--- config.mk ---
export PLATFORM = sky130hd
export DESIGN_NAME = mem_fill_ctrl
export DESIGN_NICKNAME = d
export VERILOG_FILES = /design/src/rtl/mem_fill_ctrl.sv
export SDC_FILE = /design/constraint.sdc
export NUM_CORES = 1
export LEC_CHECK = 0
export CAP_MARGIN = 25
export CORE_MARGIN = 10
export CORE_UTILIZATION = 44
export CTS_BUF_LIST = sky130_fd_sc_hd__clkbuf_8
export DETAILED_ROUTE_END_ITERATION = 8
export GPL_TIMING_DRIVEN = 0
export HOLD_SLACK_MARGIN = 0.03
export PLACE_DENSITY = 0.89
export SLEW_MARGIN = 20
export SYNTH_ARGS = -nofsm -noshare
export SYNTH_HDL_FRONTEND = slang
export SYNTH_SLANG_ARGS = --single-unit
export TNS_END_PERCENT = 30
--- constraint.sdc ---
create_clock -name clk -period 3.5 [get_ports clk]
set_input_delay 0.525 -clock clk [delete_from_list [all_inputs] [get_ports clk]]
set_output_delay 0.525 -clock clk [all_outputs]
set_load 0.005 [all_outputs]
--- src/rtl/mem_fill_ctrl.sv ---
// Cache miss fill / write-through controller: streams an 8-word block from memory
// into the cache data array, or issues a single write-through cycle to memory.
module mem_fill_ctrl #(
   parameter int ADDR_WIDTH = 16
) (
   input  logic                  clk,
   input  logic                  rst,
   input  logic                  miss_req,
   input  logic [ADDR_WIDTH-1:0] miss_addr,
   input  logic                  wt_req,
   input  logic [ADDR_WIDTH-1:0] wt_addr,
   input  logic [15:0]           wt_data,
   output logic                  busy,
   output logic                  fill_we,
   output logic [2:0]            fill_word_idx,
   output logic [15:0]           fill_data,
   output logic                  fill_done,
   output logic                  wt_done,
   output logic [ADDR_WIDTH-1:0] mem_addr,
   output logic                  mem_enable,
   output logic                  mem_wr,
   output logic [15:0]           mem_data_in,
   input  logic [15:0]           mem_data_out,
   output logic [1:0]            o_dbg_state
);

   // Requests are levels held by the requester until the matching done pulse
   // (valid = *_req, ready = IDLE state); they are only sampled while IDLE.
   typedef enum logic [1:0] {
      S_IDLE  = 2'd0,
      S_FILL  = 2'd1,
      S_WRITE = 2'd2
   } state_t;

   state_t                r_state;
   logic [2:0]            r_cnt;
   logic [ADDR_WIDTH-1:0] r_base;
   logic [ADDR_WIDTH-1:0] r_wt_addr;
   logic [15:0]           r_wt_data;

   logic                  w_fill;
   logic                  w_write;
   logic [ADDR_WIDTH-1:0] w_fill_addr;

   always_ff @(posedge clk) begin
      if (rst) begin
         r_state   <= S_IDLE;
         r_cnt     <= 3'd0;
         r_base    <= '0;
         r_wt_addr <= '0;
         r_wt_data <= 16'd0;
      end else begin
         case (r_state)
            S_IDLE: begin
               if (miss_req) begin
                  r_base  <= {miss_addr[ADDR_WIDTH-1:4], 4'b0000};
                  r_cnt   <= 3'd0;
                  r_state <= S_FILL;
               end else if (wt_req) begin
                  r_wt_addr <= {wt_addr[ADDR_WIDTH-1:1], 1'b0};
                  r_wt_data <= wt_data;
                  r_state   <= S_WRITE;
               end
            end
            S_FILL: begin
               // Counter wraps back to 0 on the last word, ready for the next fill.
               r_cnt <= r_cnt + 3'd1;
               if (r_cnt == 3'd7) begin
                  r_state <= S_IDLE;
               end
            end
            S_WRITE: r_state <= S_IDLE;
            default: r_state <= S_IDLE;
         endcase
      end
   end

   assign w_fill  = (r_state == S_FILL);
   assign w_write = (r_state == S_WRITE);
   // Base has its low 4 bits clear, so OR-ing the word offset never carries.
   assign w_fill_addr = r_base | {{(ADDR_WIDTH-4){1'b0}}, r_cnt, 1'b0};

   always_comb begin
      busy          = (r_state != S_IDLE);
      fill_we       = w_fill;
      fill_word_idx = w_fill ? r_cnt : 3'd0;
      fill_data     = w_fill ? mem_data_out : 16'd0;
      fill_done     = w_fill && (r_cnt == 3'd7);
      wt_done       = w_write;
      mem_enable    = w_fill || w_write;
      mem_wr        = w_write;
      mem_data_in   = w_write ? r_wt_data : 16'd0;
      mem_addr      = '0;
      if (w_fill) begin
         mem_addr = w_fill_addr;
      end else if (w_write) begin
         mem_addr = r_wt_addr;
      end
   end

   assign o_dbg_state = r_state;

endmodule
==> results of run 1 <==
cells by family after synthesis:
kind of cell | Yosys count
AO/OA/AOI/OAI | 65
flip-flops | 48
AND/OR/NAND/NOR | 159
other | 1
adder cells (fa/ha/maj) | 5
buffers and inverters | 27
multiplexers | 1
final cells by class:
type / count / area (um^2) / area share (%)
Clock buffer: 6 / 82.6 / 2.19
Timing Repair Buffer: 119 / 1190 / 31.6
Buffer: 24 / 149 / 3.95
Tap cell: 70 / 87.6 / 2.33
Inverter: 3 / 11.3 / 0.299
Multi-Input combinational cell: 231 / 1270 / 33.8
Sequential cell: 48 / 961 / 25.5
Clock inverter: 2 / 10.0 / 0.266
path summary, 6_finish.rpt:
check | from | endpoint | slack, ns | depth (start not counted)
worst min-delay path | r_base[12]$_SDFFE_PP0P_ | r_base[12]$_SDFFE_PP0P_ | 0.46 | 2
worst max register to register | o_dbg_state[0]$_SDFFE_PP0P_ | r_wt_data[0]$_SDFFE_PP0P_ | 1.96 | 7
worst max-delay path | o_dbg_state[1]$_SDFFE_PP0P_ | mem_addr[4] | 0.69 | 7
worst min register to register | r_base[12]$_SDFFE_PP0P_ | r_base[12]$_SDFFE_PP0P_ | 0.46 | 2
cells in the final DEF (no fill, tap or decap):
cell,n
nand2b_1,1
clkbuf_8,6
clkdlybuf4s50_1,119
nand2_2,10
o21ai_0,12
a21o_1,4
ha_1,5
nand3b_1,2
or2b_1,2
and3b_1,1
and2_1,37
buf_12,1
a211oi_1,1
nor2b_1,1
mux2i_1,1
a21oi_1,16
clkbuf_1,7
dfxtp_1,48
a21oi_2,30
buf_6,2
nand2_1,103
conb_1,1
clkinv_2,2
nor2_1,2
a32oi_1,2
inv_1,3
buf_2,10
buf_4,4
metal layers:
layer,global-route usage (%),vias to the layer above,share of wire [%]
met5,0,-,0
met4,3.67,0,1.1
met3,7.83,8,11
met2,29.4,91,47
met1,17.6,1058,41
li1,-,1225,-
power groups by stage:
stage,registers [uW],logic (uW),clock network [uW]
floorplan,605,160,0
global placement,608,322,0
detailed placement,610,328,0
CTS,598,330,344
global route,602,359,368
finish,598,326,335
registers in the layout, summed over array words and instances (netlist names):
signal       flops
r_wt_addr       15
r_base          12
r_cnt            3
o_dbg_state      2
r_wt_data       16
worst min-delay path: cells and delay by family (launching register included):
kind	cells	cell delay, ns
AND/OR/NAND/NOR	1	0.05
flip-flops	1	0.32
AO/OA/AOI/OAI	1	0.05
per-stage QoR:
step | total power, uW | instances
2_1_floorplan | 765 | 306
3_3_place_gp | 930 | 495
3_5_place_dp | 939 | 495
4_1_cts | 1270 | 503
5_1_grt | 1330 | 503
6_report | 1260 | 503
==> metrics list, run 1 <==
- Of the total power, combinational logic draws 25.9%.
- Setup Viol. Count Final: 0
* Share of the cycle needed by the critical path after routing: 80.2%
- Across the routed clock network, the largest skew measured is 0.00259 ns.
- Via/cell ratio: 4.74
- Instance area at placement: 3670 um^2
- Leading cell type by number of instances after synthesis: nand2_1
- Total die area: 8790 um^2
- A synthesized cell averages 7.83 um^2.
- The cell count after synthesis came out at 306.
- The initial utilization of the core area, before any placement, comes to 46.0%.
* Die height: 93.8 um
* Overall overflow remaining after global route: 0
- TritonCTS built the clock tree.
- Net switching is 27.2% of the power.
- The internal power of the cells totals 916 uW.
- The number of antenna diodes in the final layout is 0.
- The count of final hold-check violations was 0.
* Data arrival time of the critical path: 2.28 ns
- The synthesized netlist devotes 19.1% of its cell area to compound gates.
- The tool flagged a number of max-cap violations equal to 0.
* Max Slew Vio Count: 0
* Max Fanout on Critical Path: 10
- Fill cells in the final layout number 418.
* Pin count of the biggest net entering global routing: 15
- On the critical path, the stage with the largest delay is an instance of clkdlybuf4s50_1.
- In this run the number of H-tree levels came out at 2.
- Critical Path Max Stage Delay: 0.59 ns
- Synthesis instantiated 25 different standard cells from the library.
* Post-synth top cells: nand2_1 (103), dfxtp_1 (48), and2_1 (37), a21oi_2 (30), a21oi_1 (16)
- For the pin with the worst max-slew slack, the measured transition is 0.676 ns.
* Post-synthesis register bit count: 48
- Minimum clock period: 2.81 ns
- The initial antenna violation count came to 0.
* Number of buffers created by CTS: 5
* Switching component of the power: 343 uW
- The number of nets in the synthesized netlist is 379.
- In this run the post-CTS setup repair buffer count came out at 0.
* Type of the tightest min-delay check: flop to flop
- Count of yosys warnings during synthesis: 0
- The via count of the first global-routing pass is 2532.
* Adder-cell area share of the yosys netlist: 2.61%
- Post-synthesis share of cell area spent on and, or, nand and nor gates: 30.9%
- Die X: 93.8 um
- Critical Path, Cell by Cell: inv_1, ha_1, buf_2, buf_2, nand2_1, o21ai_0, clkdlybuf4s50_1
- Across all layers, the routed design uses 2382 vias.
* Floorplan row count: 26
* Sequential fraction of the synthesis area: 40.1%
- Count of nets after finishing: 505
- Multiplexer cells account for 0.418% of the synthesized area.
- The finished cells cover 3770 um^2.
- The share of synthesized area in the top cell type comes to 40.1%.
* Worst slack, placed: 1.00 ns
- On the critical path the largest part of the delay comes from buffers and inverters.
* Layout Utilization: 72.4%
* Critical path's most frequent cell: buf_2
- Gp weighted congestion: 0.829
- Setup total negative slack on the finished layout was measured at 0 ns.
- By startpoint and endpoint, the worst setup path is classified as flop to output pin.
- In this run the clock root is driven by a clkbuf_8.
- CTS-repair resized insts: 0
- Fmax: 356 MHz
- Cells with a size suffix above 1 make up 15.0% of the layout.
* Leakage power of the design: 0.00140 uW
* Count of flip-flops with a built-in enable after synthesis: 0
* Total detailed-routing wirelength: 7460 um
- Counting along the longest clock path gives a buffer depth of 2.
- Buffers inserted to repair hold after CTS numbered 0.
- The worst-case IR drop observed on VDD is 337 uV.
* Post-Synth XOR/XNOR Area: 0%
- At the worst endpoint, the required time is 2.97 ns.
- Of all cell types, the one taking the most synthesized area is dfxtp_1.
- The worst setup path is launched from a flop.
- Port buffering added 119 buffers.
* Sequential power share: 47.5%
* Final routed DRC violation total: 0
- Fraction of power consumed by the clock network: 26.6%
* Drt wl/cell: 14.8 um
- Setup crit end kind: output pin
* Hpwl dp: 6110 um
- The run finished with clean final reports.
- Global-route wire length before repair: 12000 um
- In the post-synthesis netlist, the biggest area contributors are dfxtp_1 (40%), nand2_1 (16%), a21oi_2 (11%).
- Final hold analysis gives a worst-case slack of 0.457 ns.
- Number of buffers and inverters on the critical path: 4
- Combinational family with the most area after synthesis: simple AND/OR/NAND/NOR gates
* Relative slew slack: 54.9%
- Global routing consumed, over all layers together, 16.7% of the routing resources.
- After synthesis the cells add up to 2390 um^2.
- In this run the remaining antenna-violating nets after routing total 0.
- After clock tree synthesis, the clock-pin slew on the worst setup and hold paths is 0.09 ns.
* Starting DRC count in detailed routing: 42
- Crit path setup slack, layout: 0.692 ns
- IO Count: 127
* Signed area change from the synthesized netlist to the final layout: 57.3%
- Power spread over the standard cell area amounts to 334 nW/um^2.
- Insertion delay of the later-clocked pin in the worst-skew pair: 0.29 ns
- Counting every sink on the clock net gives 48.
* Dominant register cell in the synthesized netlist: dfxtp_1
* First-pass detailed-route iteration total: 4
* Core region area: 5200 um^2
- Setup repair after global routing left no endpoint under its margin.
- In the synthesized netlist the async set-or-reset flop fraction comes to 0%.
Note: power is estimated with default switching activity, not from simulation.
==> run 2: changes to the inputs <==
CORE_UTILIZATION = 41   (was 44)
PLACE_DENSITY = 0.83   (was 0.89)
clock period = 2.75 ns   (was 3.5 ns; I/O delays follow)
==> run 2 against run 1 <==
Critical path type unchanged; clock power up 50%; utilization down 4.3 points; largest power group unchanged; clock-buffer cell count down 1; worst setup slack worse by 0.51 ns; sequential power up 27%; non-clock buffer count unchanged; cell count up 0.40%; wire length up 1.3%; worst hold slack worse by 0.041 ns; total power up 33%.
==> metrics list, run 2 (same netlist as run 1, synthesis figures left out) <==
- Via count: 2394 (+0.50%)
- Signed area change from the synthesized netlist to the final layout: 58.5%
* Total detailed-routing wirelength: 7550 um (+1.3%)
- The placed cell area came to 3680 um^2 (about the same).
* Pwr Density: 443 nW/um^2 (+32%)
- The number of DRC violations after detailed routing came to 0 (unchanged).
- Pin count of the biggest net entering global routing: 15 (unchanged)
- Number of flip-flops under the largest register name: 16 (unchanged)
- Largest registers ranked by flip-flop count: r_wt_data: 16 flops, r_wt_addr: 15 flops, r_base: 12 flops
- Transition time at the pin with the least slew margin: 0.675 ns (-0.000355 ns)
- WP data required: 2.34 ns (-0.63 ns)
* Via/cell ratio: 4.74 (+0.11%)
- The maximum ir drop on the vdd rail was 324 uV (-4.0%).
* Type of the tightest min-delay check: input pin to flop
- Global-route wire length before repair: 11800 um (-1.8%)
- Critical Path, Cell by Cell: inv_1, ha_2, clkbuf_4, clkbuf_4, nand2_1, o21ai_0, clkdlybuf4s50_1
- The number of levels in the clock H-tree came to 2 (unchanged).
- Count of antenna-violating nets left after detailed routing: 0 (unchanged)
- The routed length on met3 came to 762 um (-6.8%).
- Buffers added on ports: 119 (unchanged)
- Top Metal Used: met4
* Critical path's most frequent cell: clkbuf_4
* Post-layout instance count excluding filler cells: 505 (+0.40%)
- The overflow left after global routing is 0 (unchanged).
- The number of placed I/O pins was 127 (unchanged).
- The clock period could shrink to 2.56 ns.
- The number of buffers inserted to repair setup after CTS was 0 (unchanged).
- Via count of the first global-routing pass: 2399 (-5.3%)
* Final Hold Violating Endpoints: 0 (unchanged)
- Most flops, register: r_wt_data
* Commonest cells after routing, fill and taps aside: clkdlybuf4s50_1 (119), nand2_1 (103), dfxtp_1 (48), and2_1 (37), a21oi_2 (30)
- Critical Path Max Stage Delay: 0.54 ns (-0.05 ns)
- Drt wl/cell: 15.0 um (+0.87%)
- Hpwl dp: 6080 um (-0.52%)
* Worst Skew: 0.00766 ns (+0.00507 ns)
- The met2 wirelength from detailed routing is 3480 um (-1.0%).
- The CTS clock-pin slew for the worst setup and hold paths came to 0.09 ns (about the same).
- The DRC marker count from the first detailed-route iteration is 76 (+81%).
- The final worst-path setup slack was 0.187 ns (-0.506 ns).
* Diodes inserted: 0 (unchanged)
* Data arrival time of the critical path: 2.15 ns (-0.13 ns)
- Cell count after placement: 497 (+0.40%)
- Worst slack, placed: 0.405 ns (-0.600 ns)
* Leakage power of the design: 0.00142 uW (+1.2%)
* Antenna violations before repair: 0 (unchanged)
* Die X: 96.4 um (+2.8%)
- Floorplan row count: 27 (+3.8%)
- The chip height came to 96.4 um (+2.8%).
* Max Fanout on Critical Path: 10 (unchanged)
* Share of the cycle needed by the critical path after routing: 93.2%
- The die footprint came to 9300 um^2 (+5.7%).
- Fmax: 390 MHz
- The met1 routed wirelength after detailed routing came to 3230 um (+6.2%).
* Final non-filler cell area: 3790 um^2 (+0.76%)
- Total of max-cap violations: 0 (unchanged)
- Cell at the root of the clock tree: clkbuf_8
- Relative slew slack: 55.0% (about the same)
- The post-cts hold buffer count was 0 (unchanged).
- Leaving out fill and tap cells, the most frequent cell in the layout is clkdlybuf4s50_1.
- The clock latency of the later-clocked register in the worst-skew pair is 0.30 ns (about the same).
- Setup Viol. Count Final: 0 (unchanged)
* Core region area: 5570 um^2 (+7.1%)
- The number of nets in the finished design was 505 (unchanged).
* Kind of start point of the critical path: flop
- Outcome: completed
- The deepest clock path buffer count is 2 (unchanged).
- On the critical path, the stage with the largest delay is an instance of clkdlybuf4s50_1.
- STA classifies the critical path endpoint as an output pin.
- TritonCTS clock tree: built
- Number of buffers created by CTS: 5 (unchanged)
* First-pass detailed-route iteration total: 4 (unchanged)
- The number of sinks handled by clock tree synthesis came to 48 (unchanged).
* CP Class: flop to output pin
- Max Slew Vio Count: 0 (unchanged)
- Total Routing Usage GR: 15.9% (-0.79 points)
- The ratio of cells with drive above 1 in the final layout was 15.7% (+0.69 points).
* Gp weighted congestion: 0.798 (-3.7%)
* Effective utilization at floorplan: 43.0% (-3.0 points)
## run 2: final cells by class
type | count | area, um^2
buffer | 24 | 158
clock buffer | 5 | 68.8
clock inverter | 3 | 38.8
fill | 478 | 1780
inverter | 3 | 11.3
multi-input combinational | 231 | 1280
sequential | 48 | 961
tap | 72 | 90.1
timing repair buffer | 119 | 1190
## run 2: power breakdown
group          total [uW]  switching [uW]  internal [uW]  leakage (uW)
Sequential            759            21.7            738      0.000392
Clock                 503             236            266     0.0000593
Combinational         418             188            231      0.000964
## run 2: critical path, delay by kind of cell, from the launching register on
family	cells	cell delay (ns)
AOI/OAI and AO/OA	1	0.09
adders and majority gates	1	0.25
buffers and inverters	4	1.07
DFF	1	0.35
and+or+nand+nor	1	0.09
## run 2: stage by stage
stage / util, % / hold WS (ns) / total power [uW] / setup TNS (ns)
floorplan: - / 0.437 / 973 / 0
global placement: 65.9 / 0.442 / 1180 / 0
detailed placement: 65.9 / 0.448 / 1190 / 0
CTS: 67.9 / 0.415 / 1690 / 0
global route: 68.1 / 0.433 / 1760 / -0.0184
finish: 68.1 / 0.416 / 1680 / 0
## run 2: final timing paths
check	depth (start not counted)	endpoint	startpoint	slack, ns
hold reg to reg	2	r_base[9]$_SDFFE_PP0P_	r_base[9]$_SDFFE_PP0P_	0.46
setup reg to reg	7	r_wt_addr[13]$_SDFFE_PP0P_	o_dbg_state[1]$_SDFFE_PP0P_	1.21
hold / removal	2	r_wt_addr[6]$_SDFFE_PP0P_	rst	0.42
setup / recovery	7	mem_addr[12]	o_dbg_state[1]$_SDFFE_PP0P_	0.19
## run 2: per-layer routing
layer | up-vias | GRT usage, %
met5 | - | 0
met2 | 86 | 27.4
met1 | 1079 | 18.5
met4 | 0 | 4.60
met3 | 6 | 5.09
li1 | 1223 | -
## run 2: repair_timing
item                       CTS  global route
setup endpoints to repair    0            29
gates resized for setup      0             9
hold endpoints to repair     0             0
==> run 3: changes to the inputs <==
ABC_AREA = 0   (was not set)
==> results of run 3 <==
Same layout as run 2: the final DEF is identical, and so are final timing and power.
